--- config.mk ---
export PLATFORM = sky130hd
export DESIGN_NAME = freq_duty_div_mc
export DESIGN_NICKNAME = d
export VERILOG_FILES = /design/src/rtl/freq_duty_div_mc.sv
export SDC_FILE = /design/constraint.sdc
export NUM_CORES = 1
export LEC_CHECK = 0
export CAP_MARGIN = 20
export CORE_ASPECT_RATIO = 1.2
export CORE_UTILIZATION = 38
export DETAILED_ROUTE_END_ITERATION = 10
export PLACE_DENSITY = 0.65
export SLEW_MARGIN = 20
export SYNTH_ARGS = -nofsm -noshare
export SYNTH_HDL_FRONTEND = slang
export SYNTH_SLANG_ARGS = --single-unit
export TNS_END_PERCENT = 20
--- constraint.sdc ---
create_clock -name i_clk -period 4.3 [get_ports i_clk]
set_clock_uncertainty 0.1 [all_clocks]
set_input_delay 0.43 -clock i_clk [delete_from_list [all_inputs] [get_ports i_clk]]
set_output_delay 0.43 -clock i_clk [all_outputs]
set_load 0.02 [all_outputs]
--- src/rtl/freq_duty_div_mc.sv ---
// rtl/freq_duty_div_mc.sv - multi-channel programmable clock divider with per-channel period/duty
// Each channel has shadowed config that is applied only at a period boundary or while idle.
module freq_duty_div_mc #(
  parameter int CHANNELS   = 4,
  parameter int COUNT_BITS = 16,
  parameter int RST_PERIOD = 1,
  parameter int RST_HIGH   = 1,
  parameter int CH_BITS    = (CHANNELS > 1) ? $clog2(CHANNELS) : 1
) (
  input  logic                  i_clk,
  input  logic                  i_rstn,
  input  logic [CHANNELS-1:0]   i_enable,
  input  logic                  i_cfg_valid,
  input  logic [CH_BITS-1:0]    i_cfg_ch,
  input  logic [COUNT_BITS-1:0] i_cfg_period,
  input  logic [COUNT_BITS-1:0] i_cfg_high,
  output logic                  o_cfg_ready,
  output logic [CHANNELS-1:0]   o_cfg_pending,
  output logic [CHANNELS-1:0]   o_div_clk,
  output logic [CHANNELS-1:0]   o_period_tick
);

  typedef enum logic {ST_IDLE, ST_RUN} state_t;

  logic [CHANNELS-1:0] pend_vec;
  logic                cfg_ready;

  // Indices at or beyond CHANNELS match no channel, so they read ready and are dropped.
  always_comb begin
    cfg_ready = 1'b1;
    for (int c = 0; c < CHANNELS; c++) begin
      if (i_cfg_ch == CH_BITS'(c)) begin
        cfg_ready = ~pend_vec[c];
      end
    end
  end

  assign o_cfg_ready   = cfg_ready;
  assign o_cfg_pending = pend_vec;

  genvar g;
  for (g = 0; g < CHANNELS; g++) begin : g_ch
    state_t                state_q, state_d;
    logic [COUNT_BITS-1:0] cnt_q, cnt_d;
    logic [COUNT_BITS-1:0] p_act_q, p_act_d, h_act_q, h_act_d;
    logic [COUNT_BITS-1:0] p_sh_q, p_sh_d, h_sh_q, h_sh_d;
    logic                  pend_q, pend_d;
    logic                  div_q, div_d;
    logic                  tick_q, tick_d;
    logic                  wr_acc;
    logic                  apply;

    assign wr_acc = i_cfg_valid && (i_cfg_ch == CH_BITS'(g)) && !pend_q;

    always_comb begin
      state_d = state_q;
      cnt_d   = cnt_q;
      p_act_d = p_act_q;
      h_act_d = h_act_q;
      p_sh_d  = p_sh_q;
      h_sh_d  = h_sh_q;
      pend_d  = pend_q;
      apply   = 1'b0;
      div_d   = 1'b0;
      tick_d  = 1'b0;
      case (state_q)
        ST_IDLE: begin
          apply = pend_q;
          if (i_enable[g]) begin
            state_d = ST_RUN;
            cnt_d   = '0;
          end
        end
        ST_RUN: begin
          if (!i_enable[g]) begin
            state_d = ST_IDLE;
            cnt_d   = '0;
          end else if (cnt_q == p_act_q) begin
            cnt_d = '0;
            apply = pend_q;
          end else begin
            cnt_d = cnt_q + COUNT_BITS'(1);
          end
        end
        default: state_d = ST_IDLE;
      endcase
      if (apply) begin
        p_act_d = p_sh_q;
        h_act_d = h_sh_q;
        pend_d  = 1'b0;
      end
      // A write can only land when nothing is pending, so it never races an apply.
      if (wr_acc) begin
        p_sh_d = i_cfg_period;
        h_sh_d = i_cfg_high;
        pend_d = 1'b1;
      end
      if (state_d == ST_RUN) begin
        div_d  = (cnt_d < h_act_d);
        tick_d = (cnt_d == '0);
      end
    end

    always_ff @(posedge i_clk or negedge i_rstn) begin
      if (!i_rstn) begin
        state_q <= ST_IDLE;
        cnt_q   <= '0;
        p_act_q <= COUNT_BITS'(RST_PERIOD);
        h_act_q <= COUNT_BITS'(RST_HIGH);
        p_sh_q  <= COUNT_BITS'(RST_PERIOD);
        h_sh_q  <= COUNT_BITS'(RST_HIGH);
        pend_q  <= 1'b0;
        div_q   <= 1'b0;
        tick_q  <= 1'b0;
      end else begin
        state_q <= state_d;
        cnt_q   <= cnt_d;
        p_act_q <= p_act_d;
        h_act_q <= h_act_d;
        p_sh_q  <= p_sh_d;
        h_sh_q  <= h_sh_d;
        pend_q  <= pend_d;
        div_q   <= div_d;
        tick_q  <= tick_d;
      end
    end

    assign pend_vec[g]      = pend_q;
    assign o_div_clk[g]     = div_q;
    assign o_period_tick[g] = tick_q;
  end

endmodule

After elaboration in Yosys (flattened, before gate mapping)
Index checks and enable logic that the tools add are counted.

operators by class
  add/subtract/negate cells = 4
  $lt $le $gt $ge = 4
  eq/ne operators = 7
  muxes and demuxes = 56
  bitwise operators = 8
  reductions and logical operators = 21

operators by type and width
  operator               count
  $mux 16                16
  $pmux 16 s2            4
  $add 16x1->16 const B  4
  $eq 16x16->1           4
  $logic_not 16->1       4
  $lt 16x16->1           4
  $mux 1                 32
  $logic_and 1x1->1      8
  $not 1->1              8
  $pmux 1 s2             4
  $reduce_bool 2->1      4
  $eq 2x2->1 const B     2
  $logic_not 1->1        4
  $eq 2x1->1 const B     1
  $logic_not 2->1        1

storage, ports and cells
  register bits after elaboration = 336
  input bits = 41
  output and inout bits = 13
  word-level logic and storage cells = 136

Depth between registers and ports, before layout
Gate-level depths: netlist of the first run.

  depth in word-level cells = 7
  gate-level depth with buffers = 18
  mapped depth without buffers = 15

Worst setup path before layout of the first run
No wires, ideal clock.

  kind = register to register
  from = register g_ch[1].cnt_q[0]
  to = register g_ch[1].div_q
  library setup time = 0.064 ns
  data arrival time = 3.591 ns
  required time = 4.136 ns
  slack = 0.545 ns
  cell stages (with the launch flop) = 17
  path buffers = 2
  clock period less this slack = 3.755 ns
  cell sequence = dfrtp_1 > buf_2 > xor2_1 > nor4_1 > nand4_1 > o21ai_0 > nand2_1 > buf_1 > mux2i_1 > ha_1 > a21o_1 > a21o_1 > a211oi_1 > o21bai_1 > a21o_1 > a2111oi_0 > a21bo_2

between the ends
  cells in the longest elaborated chain, start to end = 7
  elaborated cells on any way between the ends = 12
  classes of those cells = add/sub (1); order compare (1); eq/ne (1); mux (9)

ends and longest elaborated chain
  item                                                                   line  RTL
  start: declaration                                                     44    logic [COUNT_BITS-1:0] cnt_q, cnt_d;
  start signal: assignment                                               117   cnt_q <= cnt_d;
  parallel branches: the longest is 5 deep, another holds $add 16x1->16  -
  $lt 16x16->1 *                                                         99    div_d = (cnt_d < h_act_d);
  $mux 1 *                                                               98    if (state_d == ST_RUN) begin
  via g_ch[1].div_d                                                      48    logic div_q, div_d;
  end signal: assignment                                                 123   div_q <= div_d;
  end: declaration                                                       48

Mark *: on every way through the listed nets, which the timed path passes.
A chain may end at the register's enable or synchronous reset.

Worst setup path in the final report of the first run
  from = register g_ch[1].cnt_q[10]
  to = register g_ch[1].div_q

The elaborated chain is that of the path after synthesis.

==> results of run 1 <==
-- sequential cells by signal, indices dropped and copies added (netlist names) --
name and count:
g_ch.cnt_q 64, g_ch.div_q 4, g_ch.h_act_q 64, g_ch.h_sh_q 64, g_ch.p_act_q 64, g_ch.p_sh_q 64
g_ch.pend_q 4, g_ch.state_q 4, g_ch.tick_q 4
-- layer usage --
| layer | vias up | routed length (um) |
|---|---|---|
| met5 | - | 0 |
| met2 | 232 | 20070 |
| li1 | 5079 | - |
| met4 | 0 | 1745 |
| met3 | 81 | 1229 |
| met1 | 5534 | 17380 |
-- power by group through the flow --
stage	clock network (uW)	registers, uW	logic (uW)
2_1_floorplan	0	4480	1560
3_3_place_gp	0	4630	1990
3_5_place_dp	0	4650	2060
4_1_cts	3330	4600	2080
5_1_grt	3440	4710	2320
6_report	3260	4590	2060
-- cell type report --
cell class / instances / area share, %
clock inverters: 13 / 1.156
multi-input cells: 900 / 38.73
inverters: 85 / 1.685
well taps: 552 / 3.647
clock buffers: 48 / 5.318
repair buffers: 105 / 4.968
flip-flops and latches: 336 / 44.50
-- repair_timing --
item,4_1_cts,5_1_grt
gates resized for setup,0,4
hold buffers,1,0
setup endpoints to repair,0,1
hold endpoints to repair,106,0
-- kinds of logic (layout without fill, tap and decap cells) --
logic type	count (synthesis)	count (layout)
AO/OA/AOI/OAI	210	210
XOR/XNOR	88	88
adder cells (fa/ha/maj)	64	64
buffers and inverters	170	251
flip-flops	336	336
multiplexers	257	257
AND/OR/NAND/NOR	281	281
-- path summary, 6_finish.rpt --
path | end | from
worst max-delay path | g_ch[1].div_q | g_ch[1].cnt_q[10]
worst min-delay path | g_ch[2].h_act_q[2] | g_ch[2].h_act_q[2]
worst max register to register | g_ch[1].div_q | g_ch[1].cnt_q[10]
worst min register to register | g_ch[2].h_act_q[2] | g_ch[2].h_act_q[2]
max in group asynchronous | g_ch[1].h_act_q[0] | i_rstn
min in group asynchronous | g_ch[1].p_sh_q[8] | i_rstn
-- cell usage after synthesis, types with 4 or more instances --
master       n  area [um2]
a2111oi_0    5       43.79
a211oi_1     6       45.04
a21o_1      16       120.1
a21oi_1     23       115.1
a22o_1       4       35.03
a31oi_1      6       37.54
a41oi_1      5       43.79
and3_1      17       106.4
buf_1        5       18.77
buf_2       19       95.09
buf_4       15       112.6
clkbuf_1    44       165.2
dfrtp_1    320        8008
dfstp_2     16       420.4
ha_1        64       800.8
inv_1       85       319.1
mux2_2     195        2196
mux2i_1     61       610.6
nand2_1     76       285.3
nand2b_1     9       56.30
nand3_1     38       190.2
nand4_1     26       162.7
nor2_1      34       127.6
nor2b_1      7       43.79
nor3_1      14       70.07
nor4_1      14       87.58
o211ai_1     5       37.54
o21a_1       4       30.03
o21ai_0     79       395.4
o22ai_1      5       31.28
o31ai_1     22       165.2
or2_2        7       43.79
or3_1        5       31.28
xnor2_1     46       402.9
xor2_1      42       367.9
-- through the flow --
step / total power, uW / cells / cell area (um2) / hold slack, ps / worst slack [ps]
2_1_floorplan: 6045 / 1406 / 16440 / 34.41 / 545.4
3_3_place_gp: 6615 / 1977 / 17680 / 371.7 / 310.1
3_5_place_dp: 6711 / 1977 / 17680 / 382.7 / 100.8
4_1_cts: 10010 / 2039 / 18920 / 395.1 / 115.5
5_1_grt: 10460 / 2039 / 18940 / 415.6 / 53.43
6_report: 9920 / 2039 / 18940 / 392.7 / 357.0
-- worst min-delay path: cells and delay by family (launching register included) --
family   cells  cell delay [ps]
mux          1               80
buf+inv      1               50
flops        1              320
==> results_dict.tcl, run 1 <==
set metrics [dict create \
    clk_path_buf_depth 3 \
    critPathMaxFanout 9 \
    multi_input_area_um2 7335 \
    seq_area_frac_synth_pct 51.27 \
    rsz0062_at_grt "false" \
    ys.flop_type "dfrtp_1" \
    clock_power_share_pct 32.9 \
    pwr-share-seq_pct 46.3 \
    ys_ff_latch 336 \
    drt-wirelength-per-cell_um 19.83 \
    fin_util_pct 44.37 \
    power_frac_comb_pct 20.8 \
    synth_top_family_by_area "multiplexers" \
    drt-total-wl_um 40420 \
    regToRegSetupSlack_ps 360 \
    busiest_layer "met2" \
    fp.dieH_um 229.8 \
    fin_crit_ps 3943 \
    critPathBufInv 0 \
    drt_iter0_markers 776 \
    synthCells 1406 \
    cap_viol_max_count 0 \
    fin_nets 1567 \
    crit_arrival_ps 4320 \
    final_common_cell "dfrtp_1" \
    tightest_slew_ps 984.1 \
    drv_slew 0 \
    layout_common_cells "320 x dfrtp_1, 195 x mux2_2, 85 x inv_1, 79 x o21ai_0, 75 x nand2_1" \
    final-hold-violation-count 0 \
    synthSimpleGateAreaFrac_pct 9.209 \
    path_depth 14 \
    grt_pass1_wl_um 64270 \
    finalCritPeriodShare_pct 91.70 \
    path_class "reg2reg" \
    synth_compound_area_share_pct 8.334 \
    place_congestion 0.8704 \
    fin_setup_tns_ps 0 \
    synthArstFlopShare_pct 100.0 \
    path_clk_slew_ps 60 \
    synthAdderAreaFrac_pct 4.871 \
    vias 10926 \
    via_per_inst 5.359 \
    min_path_cells 2 \
    setup_viol 0 \
    drcViolationCount 0 \
    grt_use_total_pct 19.02 \
    insertedDiodeCount 0 \
    status "finished clean" \
    grt_max_degree 122 \
    peakVddDrop_v 0.0002367 \
    crit_required_ps 4670 \
    p_switching_uw 2734 \
    n_fill_cell 3883 \
    leakagePower_uw 0.008788 \
    firstDrtPassIters 5 \
    syn_nets 1511 \
    synthXorXnorAreaFrac_pct 4.688 \
    htreeDepth 2 \
    cp_cell_sequence "xor2_1, nor4_1, nand4_1, o21ai_0, nand2_2, mux2i_1, ha_1, a21o_1, a21o_1, a211oi_1, o21bai_1, a21o_1, a2111oi_0, a21bo_2" \
    seq_area_um2 8428 \
    cpMostUsedCell "a21o_1" \
    met3_usage_pct 1.984 \
    insertion_delay_ps 530 \
    io_buffers 53 \
    p_int_uw 7186 \
    overflow 0 \
    r2r_cells 14 \
    yosysUniqueCellTypes 77 \
    rows 83 \
    clock.fmax_mhz 253.6 \
    synth.mux.area_fraction_pct 17.21 \
    post_cts_buffers 0 \
    cts_tree "built" \
    grt_use_met1_pct 24.36 \
    synth_edf_count 0 \
    cts.sinks 336 \
    postSynthAreaPerCell_um2 11.69 \
    fp.dieW_um 191.9 \
    clock-root-buffer "clkbuf_16" \
    cp-end-kind "register" \
    critPathLaunchType "register" \
    ys_warn_count 0 \
    grt_use_met2_pct 32.16 \
    pin_count 54 \
    area_delta_synth_final_pct 15.21 \
    hpwl_um 28940 \
    p_per_area_nw_per_um2 523.8 \
    grt_pass1_vias 11290 \
    slew_headroom_pct 34.39 \
    die_area_um2 44100 \
    worst_path_largest_cell_delay_ps 480 \
    core-area_um2 42680 \
    ant_nets 0 \
    start_util_pct 38.52 \
    p_sw_share_pct 27.56 \
    cts_made_buffers 34 \
    layout-drive-gt1-share_pct 23.67 \
    crit_family "compound AO/OA/AOI/OAI gates" \
    antenna_found_initial 0 \
    cpMaxStageDelayCell "dfrtp_1" \
    syn_area_um2 16440 \
    hp-class "reg2reg" \
]
Note: power is estimated with default switching activity, not from simulation.
==> run 2: changes to the inputs <==
CORE_MARGIN = 4   (was not set)
==> run 2 against run 1 <==
Against the previous run: combinational power hardly changed; cell area is 0.69% lower; global-route usage is 1.6 points lower; flip-flop and latch count stayed put; worst setup slack worse by 47 ps; via count is 0.64% lower; sequential power hardly changed; first-iteration DRC count is 5.8% higher; core utilization is 0.41 points lower; highest routed layer unchanged; cell count hardly changed.
==> results_dict.tcl, run 2 (synthesis gave the netlist of run 1 again) <==
set metrics [dict create \
    status "finished clean" \
    path_clk_slew_ps 60 \
    via_per_inst 5.327 \
    finalCritPeriodShare_pct 92.80 \
    cts_made_buffers 31 \
    layout.cells.non_filler 2038 \
    cpMaxStageDelayCell "o311ai_0" \
    fin_nets 1568 \
    worst_path_largest_cell_delay_ps 910 \
    crit_family "simple AND/OR/NAND/NOR gates" \
    fp.dieW_um 197.9 \
    final_common_cell "dfrtp_1" \
    pre_cts_slack_ps 180.7 \
    pin_count 54 \
    critPathLaunchType "register" \
    insertion_delay_ps 570 \
    post_cts_buffers 0 \
    htreeDepth 1 \
    vias 10856 \
    cp-end-kind "register" \
    leakagePower_uw 0.008726 \
    drv_slew 0 \
    hp-class "reg2reg" \
    grt_max_degree 124 \
    clock.fmax_mhz 250.6 \
    n_fill_cell 3971 \
    drt_iter0_markers 821 \
    slew_headroom_pct 29.01 \
    start_util_pct 38.42 \
    hpwl_um 29110 \
    overflow 0 \
    cts_tree "built" \
    antenna_found_initial 0 \
    clk_path_buf_depth 3 \
    grt_use_total_pct 17.40 \
    ant_nets 0 \
    drt-wirelength-per-cell_um 20.00 \
    cpMostUsedCell "nand3_1" \
    clock-root-buffer "clkbuf_16" \
    drt-total-wl_um 40760 \
    cp_cell_sequence "buf_4, nand3_1, nor3_2, nand3_1, nor2_1, nand3_1, o311ai_0, ha_1, nand4_1, nor2_1, o2111ai_1, o211a_1, a31o_2" \
    layout-drive-gt1-share_pct 23.69 \
    critPathMaxFanout 6 \
    grt_pass1_vias 11155 \
    place_congestion 0.8893 \
    tightest_slew_ps 1052 \
    cts.sinks 336 \
    crit_arrival_ps 4340 \
    firstDrtPassIters 5 \
    peakVddDrop_v 0.0002990 \
    layout_common_cells "320 x dfrtp_1, 195 x mux2_2, 85 x inv_1, 79 x o21ai_0, 76 x nand2_1" \
    rows 83 \
    fp.dieH_um 235.8 \
    insertedDiodeCount 0 \
    path_class "reg2reg" \
    p_per_area_nw_per_um2 507.0 \
    rsz0062_at_grt "false" \
    io_buffers 53 \
    drcViolationCount 0 \
    die_area_um2 46670 \
    cap_viol_max_count 0 \
    finalWorstSetupSlack_ps 309.7 \
    setup_viol 0 \
    fin_setup_tns_ps 0 \
    area_delta_synth_final_pct 14.42 \
    crit_required_ps 4650 \
    final-hold-violation-count 0 \
    critPathBufInv 1 \
    grt_pass1_wl_um 64240 \
    fin_crit_ps 3990 \
    dp_cells 1981 \
    core-area_um2 42790 \
]
## run 2: path summary, 6_finish.rpt
| kind | slack (ps) | start | cells past startpoint | end |
|---|---|---|---|---|
| max | 310 | g_ch[2].cnt_q[0] | 13 | g_ch[2].div_q |
| min | 390 | g_ch[2].h_act_q[12] | 2 | g_ch[2].h_act_q[12] |
| max reg2reg | 310 | g_ch[2].cnt_q[0] | 13 | g_ch[2].div_q |
| min reg2reg | 390 | g_ch[2].h_act_q[12] | 2 | g_ch[2].h_act_q[12] |
| max in group asynchronous | 2520 | i_rstn | 3 | g_ch[2].h_act_q[0] |
| min in group asynchronous | 440 | i_rstn | 2 | g_ch[1].p_sh_q[2] |
## run 2: final cells by class
| cell class | count | area, um2 | share of cell area [%] |
|---|---|---|---|
| Timing Repair Buffer | 109 | 983.4 | 5.228 |
| Clock buffer | 42 | 877.1 | 4.663 |
| Inverter | 85 | 319.1 | 1.696 |
| Clock inverter | 14 | 178.9 | 0.9512 |
| Sequential cell | 336 | 8428 | 44.81 |
| Tap cell | 552 | 690.7 | 3.672 |
| Multi-Input combinational cell | 900 | 7332 | 38.98 |
## run 2: layer usage
layer / part of all wire (%) / vias to the layer above / global-route usage, % / wire (um)
met2: 51 / 233 / 30.33 / 20630
li1: - / 5095 / - / -
met4: 3.6 / 0 / 6.032 / 1482
met1: 42 / 5459 / 22.44 / 17270
met5: 0 / - / 0 / 0
met3: 3.4 / 69 / 1.914 / 1375
## run 2: tightest hold or removal path: cells and delay by family (launching register included)
family / cells / cell delay [ps]
DFF: 1 / 320
buffers and inverters: 1 / 60
muxes: 1 / 80
## run 2: repair_timing
item	4_1_cts	5_1_grt
setup endpoints to repair	0	2
gates resized for setup	0	3
hold buffers	1	0
hold endpoints to repair	113	0
## run 2: power breakdown
part	switching (uW)	internal, uW	leakage (uW)
clock	1200	1660	0.000519
combinational	999	1080	0.00408
sequential	480	4110	0.00412
## run 2: per-stage QoR
step | utilization (%) | cell area (um2) | power (uW) | hold WS, ps
final | 43.96 | 18810 | 9535 | 391.7
after CTS | 43.92 | 18790 | 9648 | 398.5
after global placement | 41.43 | 17720 | 6621 | 376.9
after floorplan | - | 16440 | 6045 | 34.41
after global routing | 43.96 | 18810 | 10120 | 410.7
after detailed placement | 41.43 | 17720 | 6733 | 383.0
==> run 3: changes to the inputs <==
CTS_CLUSTER_DIAMETER = 40   (was not set)
==> run 3 against run 2 <==
Against the previous run: worst setup slack better by 53 ps; cell area up 2.1%; count of clock-buffer cells in the layout up 7; die area unchanged; via count up 0.91%.
==> results_dict.tcl, run 3 (synthesis gave the netlist of run 1 again) <==
set metrics [dict create \
    status "finished clean" \
    cpMostUsedCell "nand3_1" \
    final_common_cell "dfrtp_1" \
    grt_max_degree 124 \
    drv_slew 0 \
    path_class "reg2reg" \
    crit_required_ps 4620 \
    grt_use_total_pct 17.51 \
    layout-drive-gt1-share_pct 24.60 \
    finalWorstSetupSlack_ps 362.5 \
    htreeDepth 2 \
    pwr-share-seq_pct 44.4 \
    place_congestion 0.8893 \
    core-area_um2 42790 \
    critPathLaunchType "register" \
    insertion_delay_ps 540 \
    pre_cts_slack_ps 180.7 \
    cts_made_buffers 40 \
    power_frac_comb_pct 20.1 \
    antenna_found_initial 1 \
    tightest_slew_ps 983.8 \
    grt_pass1_wl_um 64350 \
    pin_count 54 \
    drcViolationCount 0 \
    min_path_cells 2 \
    final_area_um2 19200 \
    worst_path_largest_cell_delay_ps 840 \
    p_int_uw 7462 \
    cts.sinks 336 \
    crit_arrival_ps 4260 \
    clk_path_buf_depth 3 \
    dp_cells 1981 \
    die_area_um2 46670 \
    fp.dieW_um 197.9 \
    setup_viol 0 \
    finalCritPeriodShare_pct 91.57 \
    dpl_cell_area_um2 17720 \
    insertedDiodeCount 0 \
    fin_nets 1577 \
    hpwl_um 29110 \
    cpMaxStageDelayCell "o311ai_0" \
    p_switching_uw 2896 \
    layout_common_cells "320 x dfrtp_1, 195 x mux2_2, 85 x inv_1, 79 x o21ai_0, 76 x nand2_1" \
    multi_input_area_um2 7332 \
    start_util_pct 38.42 \
    leakagePower_uw 0.008920 \
    critPathMaxFanout 6 \
    io_buffers 53 \
    p_per_area_nw_per_um2 539.4 \
    p_sw_share_pct 27.96 \
    peakVddDrop_v 0.0002356 \
    cp_cell_sequence "buf_4, nand3_1, nor3_2, nand3_1, nor2_1, nand3_1, o311ai_0, ha_1, nand4_1, nor2_1, o2111ai_1, o211a_1, a31o_2" \
    drt-total-wl_um 40780 \
    critPathBufInv 1 \
    drt-wirelength-per-cell_um 19.84 \
    path_clk_slew_ps 60 \
    layout.cells.non_filler 2056 \
    fin_util_pct 44.88 \
    vias 10955 \
    ant_nets 0 \
    rsz0062_at_grt "false" \
    fp.dieH_um 235.8 \
    cap_viol_max_count 0 \
    clock-root-buffer "clkbuf_16" \
    clock.fmax_mhz 254.0 \
    area_delta_synth_final_pct 16.81 \
    seq_area_um2 8428 \
    via_per_inst 5.328 \
    drt_iter0_markers 799 \
    hp-class "reg2reg" \
    final-hold-violation-count 0 \
    clock_power_share_pct 35.6 \
    slew_headroom_pct 34.41 \
    crit_family "simple AND/OR/NAND/NOR gates" \
    fin_setup_tns_ps 0 \
    grt_pass1_vias 11231 \
    cp-end-kind "register" \
    cts_tree "built" \
    path_depth 13 \
    r2r_cells 13 \
    fin_crit_ps 3938 \
    n_fill_cell 3928 \
    rows 83 \
    firstDrtPassIters 5 \
    overflow 0 \
]
## run 3: cell type report
class,instances,area share (%)
Timing Repair Buffer,109,5.121
Inverter,85,1.661
Clock buffer,49,5.655
Tap cell,552,3.597
Clock inverter,25,1.896
Sequential cell,336,43.89
Multi-Input combinational cell,900,38.18
## run 3: worst reg2reg max path: stages, from the launching register on
cell and delay [ps]:
dfrtp_1 390, buf_4 160, nand3_1 190, nor3_2 450
nand3_1 290, nor2_1 260, nand3_1 100, o311ai_0 840
ha_1 290, nand4_1 90, nor2_1 150, o2111ai_1 150
o211a_1 140, a31o_2 220
## run 3: worst paths after layout
path	startpoint	end	slack, ps
worst max-delay path	g_ch[2].cnt_q[0]	g_ch[2].div_q	360
worst min-delay path	g_ch[2].h_act_q[12]	g_ch[2].h_act_q[12]	390
worst max register to register	g_ch[2].cnt_q[0]	g_ch[2].div_q	360
worst min register to register	g_ch[2].h_act_q[12]	g_ch[2].h_act_q[12]	390
max in group asynchronous	i_rstn	g_ch[2].h_act_q[0]	2510
min in group asynchronous	i_rstn	g_ch[1].cnt_q[0]	480
## run 3: timing repair
item,in CTS,in global routing
gates resized for setup,0,3
hold buffers,1,0
endpoints found under the setup margin,0,2
hold endpoints to repair,113,0
setup buffers,0,0
## run 3: metal layers
layer  vias to the layer above  wire length (um)  GRT usage, %
li1                       5124                 -             -
met1                      5522             17150         22.28
met2                       237             20790         30.59
met3                        72              1461         2.214
met4                         0              1381         6.157
met5                         -                 0             0
## run 3: through the flow
step                power (uW)  hold WS [ps]
floorplan                 6045         34.41
global placement          6621         376.9
detailed placement        6733         383.0
CTS                      10470         395.3
global route             10950         413.9
finish                   10360         390.0
## run 3: power by group through the flow
stage | Clock (uW) | Sequential [uW] | Combinational (uW)
global route | 3910 | 4710 | 2340
finish | 3690 | 4590 | 2080
detailed placement | 0 | 4660 | 2080
floorplan | 0 | 4480 | 1560
global placement | 0 | 4620 | 2000
CTS | 3770 | 4610 | 2100
